==> config.mk <==
export PLATFORM = sky130hd
export DESIGN_NAME = ysyx_23060072_regfile_sb
export DESIGN_NICKNAME = d
export VERILOG_FILES = /design/src/rtl/ysyx_23060072_regfile_sb.sv
export SDC_FILE = /design/constraint.sdc
export NUM_CORES = 1
export LEC_CHECK = 0
export BUFFER_PORTS_ARGS = -buffer_cell sky130_fd_sc_hd__buf_2
export CAP_MARGIN = 10
export CORE_UTILIZATION = 35
export CTS_CLUSTER_SIZE = 30
export DETAILED_ROUTE_END_ITERATION = 8
export REMOVE_ABC_BUFFERS = 1
export SYNTH_ARGS = -nofsm -noshare
export SYNTH_HDL_FRONTEND = slang
export SYNTH_SLANG_ARGS = --single-unit
==> constraint.sdc <==
create_clock -name clk -period 5.5 [get_ports clk]
set_input_delay 0.275 -clock clk [delete_from_list [all_inputs] [get_ports clk]]
set_output_delay 0.275 -clock clk [all_outputs]
set_load 0.05 [all_outputs]
==> src/rtl/ysyx_23060072_regfile_sb.sv <==
// RV32E register file (x1..x15) with same-cycle writeback bypass and a
// per-register pending-write scoreboard that raises a decode stall on RAW
// hazards or a saturated counter. Addresses with bit 4 set are illegal:
// writes are dropped, reads return 0, and they are never busy.
module ysyx_23060072_regfile_sb (
    input  logic        clk,
    input  logic        rst_n,
    input  logic        wb_flag_i,
    input  logic [4:0]  wb_addr_i,
    input  logic [31:0] wb_data_i,
    input  logic [4:0]  rs1_addr_i,
    input  logic [4:0]  rs2_addr_i,
    input  logic        rs1_used_i,
    input  logic        rs2_used_i,
    output logic [31:0] rs1_data_o,
    output logic [31:0] rs2_data_o,
    input  logic        issue_valid_i,
    input  logic        issue_wen_i,
    input  logic [4:0]  issue_rd_i,
    input  logic        flush_i,
    output logic        hazard_o,
    output logic        sb_err_o
);

    typedef logic [1:0] cnt_t;

    // Entry 0 exists only to keep indexing uniform; it is never written and
    // stays 0, so x0 and its counter read as zero by construction.
    logic [31:0] regs_q [16];
    cnt_t        cnt_q  [16];
    cnt_t        cnt_d  [16];
    logic        err_q;
    logic        err_d;

    logic wb_legal;
    logic rs1_legal;
    logic rs2_legal;
    logic rd_legal;
    logic rs1_wb_hit;
    logic rs2_wb_hit;
    logic rs1_busy;
    logic rs2_busy;
    logic rd_full;
    logic issue_fire;

    // "Legal" means bit 4 clear and not x0.
    assign wb_legal   = wb_flag_i & ~wb_addr_i[4] & (wb_addr_i[3:0] != 4'd0);
    assign rs1_legal  = ~rs1_addr_i[4] & (rs1_addr_i[3:0] != 4'd0);
    assign rs2_legal  = ~rs2_addr_i[4] & (rs2_addr_i[3:0] != 4'd0);
    assign rd_legal   = ~issue_rd_i[4] & (issue_rd_i[3:0] != 4'd0);
    assign rs1_wb_hit = wb_legal & (wb_addr_i == rs1_addr_i);
    assign rs2_wb_hit = wb_legal & (wb_addr_i == rs2_addr_i);

    // Combinational read ports with writeback bypass.
    always_comb begin
        rs1_data_o = '0;
        rs2_data_o = '0;
        if (rs1_legal) rs1_data_o = rs1_wb_hit ? wb_data_i : regs_q[rs1_addr_i[3:0]];
        if (rs2_legal) rs2_data_o = rs2_wb_hit ? wb_data_i : regs_q[rs2_addr_i[3:0]];
    end

    // Busy: more than one write outstanding, or exactly one not retiring now.
    always_comb begin
        rs1_busy = rs1_legal & ((cnt_q[rs1_addr_i[3:0]] > 2'd1) |
                                ((cnt_q[rs1_addr_i[3:0]] == 2'd1) & ~rs1_wb_hit));
        rs2_busy = rs2_legal & ((cnt_q[rs2_addr_i[3:0]] > 2'd1) |
                                ((cnt_q[rs2_addr_i[3:0]] == 2'd1) & ~rs2_wb_hit));
        rd_full  = issue_wen_i & rd_legal & (cnt_q[issue_rd_i[3:0]] == 2'd3);
    end

    assign hazard_o   = (rs1_used_i & rs1_busy) | (rs2_used_i & rs2_busy) | rd_full;
    assign issue_fire = issue_valid_i & issue_wen_i & rd_legal & ~hazard_o;
    assign sb_err_o   = err_q;

    // Scoreboard next state: saturating +1/-1 with error flag, flush wins.
    always_comb begin
        // NOTE: every output of this block gets a default first, so no path
        // leaves a value unassigned and no latch is inferred.
        err_d = err_q;
        for (int i = 0; i < 16; i++) begin
            cnt_d[i] = cnt_q[i];
            if (issue_fire && (issue_rd_i[3:0] == 4'(i)) &&
                !(wb_legal && (wb_addr_i[3:0] == 4'(i)))) begin
                if (cnt_q[i] == 2'd3) err_d = 1'b1;
                else                  cnt_d[i] = cnt_q[i] + 2'd1;
            end else if (wb_legal && (wb_addr_i[3:0] == 4'(i)) &&
                         !(issue_fire && (issue_rd_i[3:0] == 4'(i)))) begin
                if (cnt_q[i] == 2'd0) err_d = 1'b1;
                else                  cnt_d[i] = cnt_q[i] - 2'd1;
            end
            if (flush_i) cnt_d[i] = '0;
        end
    end

    // Scoreboard and sticky error state.
    always_ff @(posedge clk or negedge rst_n) begin
        // NOTE: state registers use non-blocking assignments so every flop
        // samples pre-edge values regardless of block ordering.
        if (!rst_n) begin
            err_q <= 1'b0;
            for (int i = 0; i < 16; i++) cnt_q[i] <= '0;
        end else begin
            err_q <= err_d;
            for (int i = 0; i < 16; i++) cnt_q[i] <= cnt_d[i];
        end
    end

    // Register array write port; writes land regardless of flush.
    always_ff @(posedge clk or negedge rst_n) begin
        // NOTE: the array is reset on purpose: architectural state must read
        // 0 immediately on reset, which rules out a plain RAM macro here.
        if (!rst_n) begin
            for (int i = 0; i < 16; i++) regs_q[i] <= '0;
        end else if (wb_legal) begin
            regs_q[wb_addr_i[3:0]] <= wb_data_i;
        end
    end

endmodule

==> flow_summary.ini, run 1 <==
[critical_path]
startpoint_type = input pin
cpMostUsedCell = nand3_2
slowest_delay_ns = 0.73
path_class = in -> out
ff2ff_setup_slack_ns = 2.46
cp.buffers_inverters = 2
cp-end-kind = output port
path_max_fanout = 69
crit-reg2reg-launch = cnt_q[8]
arrival_ns = 3.32
cp_data_required_time_ns = 5.22
reg2reg_to = sb_err_o
crit_chain = buf_6 > xor2_1 > nor2_1 > nand3_2 > o211ai_2 > nand3_2 > buf_2
worst-r2r-cell-count = 8
crit_family = simple AND/OR/NAND/NOR gates
cpMaxStageDelayCell = nand3_2

[timing]
rsz0062_at_grt = false
finClkSkew_ns = 0.00775
slew_headroom_pct = 26.8
hold_violations = 0
setup_tns_ns = 0
timing.fmax_mhz = 278
setup_viol = 0
fin_crit_sh_pct = 65.3
tightest_slew_ns = 1.10
final_max_slew_viol_count = 0
whs_ns = 0.0318
post-route-min-period_ns = 3.59

[floorplan]
core_area_um2 = 85500
die-width_um = 296
die_h_um = 296
start_util_pct = 35.5
num_io_pins = 126
die_area_um2 = 87900
rows = 107

[finish]
drive_above_1_share_pct = 46.4
nets = 2282
register_area_um2 = 13600
final_cell_area_um2 = 34100
multi_input_area_um2 = 15800
nFillCells = 7884
syn_to_final_growth_pct = 12.4

[drt]
via_per_inst = 5.91
dr.pass1.iters = 5
wl_um = 92200
drc = 0
ant_nets = 0
drtIter0Drc = 1956
num_vias = 20200
wl_per_cell_um = 27.0

[clock_network]
cts_buffers = 59
clockBufferDepth = 3
clock_latency_ns = 0.62
cts.repair.resized = 0
cts_htree_levels = 2
cts.sinks = 545
cts_tree = yes
clk_pin_slew_ns = 0.06
cts-root-buf = clkbuf_16

[worst_hold_path]
hp-class = in -> reg
hold_end = regs_q[262]
holdCritStartpoint = wb_data_i[6]
hold-path-cell-count = 3

[power]
p_leak_nw = 14.8
vdd_drop_max_uv = 273
powerDensity_nw_per_um2 = 341

[global_routing]
grt_pass1_wl_um = 139000
grt-ovfl-total = 0
antenna_found_initial = 6
met1_usage_pct = 29.3
grt_max_degree = 117
grt_pass1_vias = 21500
busiest_layer = met2
grt_use_met3_pct = 3.61
grt_usage_pct = 21.3
use_met2_pct = 34.2

[synth]
yosys_warnings = 0
synth_ff_type = dfrtp_1
synth-seq-cells = 545
yosysTopAreaCell = dfrtp_1
synth_top_area_share_pct = 44.9
netlist-cell-type-count = 60
synth_area_leaders = dfrtp_1, mux4_2, mux2_2, nand2_1, clkbuf_1
yosysSeqAreaShare_pct = 44.9
netlist_area_um2 = 30300
async_flop_share_pct = 100
netlist_instances = 2213
synth-edff-count = 0
avgSynthCellArea_um2 = 13.7

[placed_design]
post_dp_cell_area_um2 = 32000
portBuffers = 125
gp_congestion = 0.877
dp_hpwl_um = 53300

[status]
outcome = complete, no violations

[job]
maxCapViolCount = 0
-- repair_timing --
| action | 4_1_cts | 5_1_grt |
|---|---|---|
| endpoints found under the hold margin | 130 | 0 |
| hold buffers | 22 | 0 |
| setup buffers | 0 | 0 |
-- cell usage after synthesis, drive strengths merged, types with 2 or more instances --
cell	count
clkbuf	185
nand2b	5
nand2	340
a311oi	2
o21a	3
a21o	3
mux4	342
a211oi	14
o21bai	3
nor3	25
o311a	3
mux2	418
nor2b	6
o31ai	4
and3	7
or3	9
xnor2	6
nor4	6
nand3	8
inv	10
o211ai	2
or2	5
and4	2
a21oi	88
xor2	8
o41ai	2
nor3b	8
dfrtp	545
o21ai	30
nor2	25
mux2i	20
buf	53
nand4	3
and2	10
-- worst register-to-register path, stage by stage (launching register included) --
cell and delay (ns):
dfrtp_1 0.49, mux4_1 0.54, mux2i_1 0.15, mux2i_1 0.13, a311oi_4 0.44, nand4_4 0.36, nor3_1 0.44, o221a_2 0.28
nand4_1 0.09
-- kinds of logic (layout without fill, tap and decap cells) --
logic type | after synthesis | count (layout) | synth area share (%)
xor gates and xnor gates | 14 | 14 | 0.404
other | 0 | 1 | 0
muxes | 780 | 780 | 41.6
AOI/OAI and AO/OA | 163 | 163 | 3.25
buffers and inverters | 248 | 302 | 3.17
and+or+nand+nor | 463 | 463 | 6.63
DFF | 545 | 545 | 44.9
-- metrics by stage --
| step | utilization [%] | power [W] | std cells | setup WS (ns) |
|---|---|---|---|---|
| after floorplan | - | 0.00685 | 1975 | 1.17 |
| after global placement | 37.4 | 0.00757 | 3283 | 1.58 |
| final | 39.9 | 0.0116 | 3412 | 1.91 |
| after detailed placement | 37.4 | 0.00772 | 3283 | 1.55 |
| after CTS | 39.9 | 0.0117 | 3411 | 1.91 |
| after global routing | 39.9 | 0.0121 | 3412 | 1.79 |
-- worst max-delay path by stage --
stage                  start        endpoint  slack, ns  cells past startpoint
2_1_floorplan  rs1_addr_i[0]       cnt_q[26]       1.17                      7
3_3_place_gp   rs2_addr_i[0]       cnt_q[12]       1.58                      9
3_5_place_dp   rs2_addr_i[0]        sb_err_o       1.55                      9
4_1_cts        rs2_addr_i[0]  rs2_data_o[31]       1.91                      7
5_1_grt        rs2_addr_i[0]  rs2_data_o[21]       1.79                      7
6_report       rs1_addr_i[1]        hazard_o       1.91                      7
-- routing by layer --
metal / wire [µm] / share of wire [%] / vias to the layer above
met4: 3340 / 3.6 / 4
met5: 30 / 0.033 / -
met2: 44100 / 48 / 796
li1: - / - / 8331
met1: 38600 / 42 / 10800
met3: 6110 / 6.6 / 203
-- cell type report --
| class | count | share of cell area [%] |
|---|---|---|
| Inverter | 10 | 0.110 |
| Timing Repair Buffer | 186 | 3.66 |
| Antenna cell | 1 | 0.00733 |
| Clock inverter | 14 | 0.444 |
| Sequential cell | 545 | 40.0 |
| Multi-Input combinational cell | 1420 | 46.4 |
| Clock buffer | 92 | 5.19 |
| Tap cell | 1144 | 4.20 |
-- layout by cell type, fill, tap and decap left out, drive strengths merged, types with 2 or more instances in the layout --
master,synthesis,routed
a211oi,14,14
a21o,3,3
a21oi,88,88
a311oi,2,2
and2,10,10
and3,7,7
and4,2,2
buf,53,164
bufinv,0,2
clkbuf,185,92
clkinv,0,11
dfrtp,545,545
dlygate4sd3,0,22
inv,10,10
mux2,418,418
mux2i,20,20
mux4,342,342
nand2,340,340
nand2b,5,5
nand3,8,8
nand4,3,3
nor2,25,25
nor2b,6,6
nor3,25,25
nor3b,8,8
nor4,6,6
o211ai,2,2
o21a,3,3
o21ai,30,30
o21bai,3,3
o311a,3,3
o31ai,4,4
o41ai,2,2
or2,5,5
or3,9,9
xnor2,6,6
xor2,8,8
-- sequential cells by signal (all words and copies together), names as in the netlist --
name,count
cnt_q,32
regs_q,512
sb_err_o,1
-- where the power goes --
part	switching, W	internal (W)
Clock	0.00169	0.00229
Sequential	0.000475	0.00469
Combinational	0.00112	0.00138
Power figures use the tool's default switching activity.
==> run 2: changes to the inputs <==
Settings changed: ABC_AREA set to 1.
Clock period 5.5 ns to 3.5 ns, I/O delays scaled along.
==> run 2 against run 1 <==
- the run now ends with design-rule violations left
- register-to-register slack worse by 1.5 ns
- critical endpoint is now rs1_data_o[21]
- area after synthesis is 3.2% higher
- sequential share of layout area is 1.6 points lower
- largest cell class unchanged
- combinational power is 58% higher
- worst hold slack better by 0.010 ns
- power is 67% higher
- synthesized cell count is 94% higher
==> flow_summary.ini, run 2 <==
[critical_path]
cp_data_required_time_ns = 3.32
crit-reg2reg-launch = cnt_q[14]
cp-end-kind = output port
crit_start = rs1_addr_i[2]
path_max_fanout = 24
arrival_ns = 2.82
startpoint_type = input pin
path_class = in -> out
worst-r2r-cell-count = 17

[floorplan]
die_area_um2 = 90700
rows = 109
die_h_um = 301
die-width_um = 301
num_io_pins = 126
core_area_um2 = 88500
start_util_pct = 35.4

[drt]
num_vias = 31200
drtIter0Drc = 3655
dr.pass1.iters = 8
ant_nets = 0
via_per_inst = 5.75
wl_um = 117000
drc = 13
wl_per_cell_um = 21.7

[finish]
largest_reg_flops = 512
syn_to_final_growth_pct = 13.6
n_antenna_cell = 0
nets = 4275
final_cell_mix = nand2_1, o21ai_0, dfrtp_1, a21oi_1, nand3_1
utilization_pct = 40.2
drive_above_1_share_pct = 9.23
final_common_cell = nand2_1
final_cell_area_um2 = 35600
top_register = regs_q

[timing]
rsz0062_at_grt = false
final_max_slew_viol_count = 0
setup_tns_ns = 0
slew_headroom_pct = 26.8
timing.fmax_mhz = 334
setup_viol = 0
whs_ns = 0.0421
finClkSkew_ns = 0.00592
post-route-min-period_ns = 3.00
fin_crit_sh_pct = 85.6
tightest_slew_ns = 1.10
hold_violations = 0

[synth]
synth_top_area_share_pct = 43.5
synth_ff_type = dfrtp_1
avgSynthCellArea_um2 = 7.29
netlist_area_um2 = 31300
yosysMostFrequentCell = nand2_1
netlist-cell-type-count = 43
yosysTopAreaCell = dfrtp_1
synth_area_leaders = dfrtp_1, nand2_1, o21ai_0, a21oi_1, nand3_1
synth-edff-count = 0
async_flop_share_pct = 100
yosysSeqAreaShare_pct = 43.5
yosys_warnings = 0
netlist_instances = 4299
synth_top_cells_by_count = nand2_1, o21ai_0, dfrtp_1
synth-seq-cells = 545

[placed_design]
post_dp_cell_area_um2 = 33000
dp_hpwl_um = 68900
portBuffers = 125
gp_congestion = 0.881

[global_routing]
grt_max_degree = 112
grt-ovfl-total = 0
antenna_found_initial = 1
grt_usage_pct = 25.6
grt_pass1_wl_um = 181000
grt_pass1_vias = 29400

[power]
vdd_drop_max_uv = 333
p_seq_share_pct = 42.7
power_frac_clock_pct = 37.0
p_switching_w = 0.00621
switching_share_pct = 32.0
p_leak_nw = 15.6
p_int_w = 0.0132
comb_power_share_pct = 20.3
powerDensity_nw_per_um2 = 545

[clock_network]
cts_tree = yes
cts_setup_buffers = 0
cts-root-buf = clkbuf_16
clk_pin_slew_ns = 0.05
cts_htree_levels = 3
cts.sinks = 545
clockBufferDepth = 3
cts_buffers = 66
clock_latency_ns = 0.60

[worst_hold_path]
hp-class = in -> reg
holdCritStartpoint = flush_i
hold-path-cell-count = 2

[job]
maxCapViolCount = 0

[status]
outcome = complete, but fails checks
violations = design-rule violations
run 2: cell count changes in the layout (fill, tap and decap cells not counted), moves of 46 or more:
cell,delta
o21ai_0,+720
nor2_1,+46
nand2_1,+730
nand3_1,+395
a211oi_1,+47
mux2_2,-416
inv_1,+221
a21oi_1,+393
a221oi_1,+68
mux4_2,-341
buf_4,+50
run 2: final cells by class:
cell class | instances | area [µm²]
clock buffer | 94 | 1940
inverter | 256 | 987
fill | 9101 | 52900
tap | 1165 | 1460
multi-input combinational | 3080 | 15100
sequential | 545 | 13600
timing repair buffer | 266 | 2210
clock inverter | 19 | 294
run 2: kinds of logic (layout without fill, tap and decap cells):
kind of cell              count (synthesis)  after routing  share of synthesized area, %
and+or+nand+nor                        1599           1599                          21.7
AOI/OAI and AO/OA                      1463           1463                          25.7
buffers and inverters                   674            635                          8.48
DFF                                     545            545                          43.5
xor gates and xnor gates                 18             18                         0.503
run 2: power by group through the flow:
| stage | clock [W] | combinational (W) | sequential (W) |
|---|---|---|---|
| floorplan | 0 | 0.00257 | 0.00814 |
| global placement | 0 | 0.00380 | 0.00832 |
| detailed placement | 0 | 0.00387 | 0.00834 |
| CTS | 0.00729 | 0.00392 | 0.00824 |
| global route | 0.00756 | 0.00445 | 0.00841 |
| finish | 0.00719 | 0.00394 | 0.00827 |
run 2: repair_timing:
action                                 CTS  global route
endpoints found under the hold margin  181             0
gates resized for setup                  0             0
hold buffers                            33             0
run 2: path summary, 6_finish.rpt:
kind,slack (ns),end
worst max-delay path,0.50,rs1_data_o[21]
worst min-delay path,0.04,cnt_q[30]
worst max register to register,0.94,sb_err_o
worst min register to register,0.38,regs_q[496]
max in group asynchronous,2.32,regs_q[139]
min in group asynchronous,0.20,regs_q[201]
run 2: worst max-delay path, stage by stage:
cell,delay (ns)
buf_2,0.44
inv_4,0.06
o21ai_0,0.23
nor2_2,0.07
nand3_4,0.19
clkinv_2,0.39
buf_12,0.33
a211oi_1,0.52
buf_2,0.36
run 2: per-layer routing:
layer | GRT usage [%] | wire, µm | vias to the layer above
li1 | - | - | 14500
met1 | 36.1 | 51200 | 15000
met2 | 39.6 | 52700 | 1462
met3 | 3.80 | 9270 | 259
met4 | 9.73 | 4350 | 2
met5 | 0 | 11 | -
run 2: stage by stage:
stage	cells	worst slack (ns)	total power [W]
CTS	5425	0.569	0.0195
detailed placement	5279	0.461	0.0122
floorplan	3881	-2.17	0.0107
finish	5425	0.503	0.0194
global placement	5279	0.472	0.0121
global route	5425	0.411	0.0204
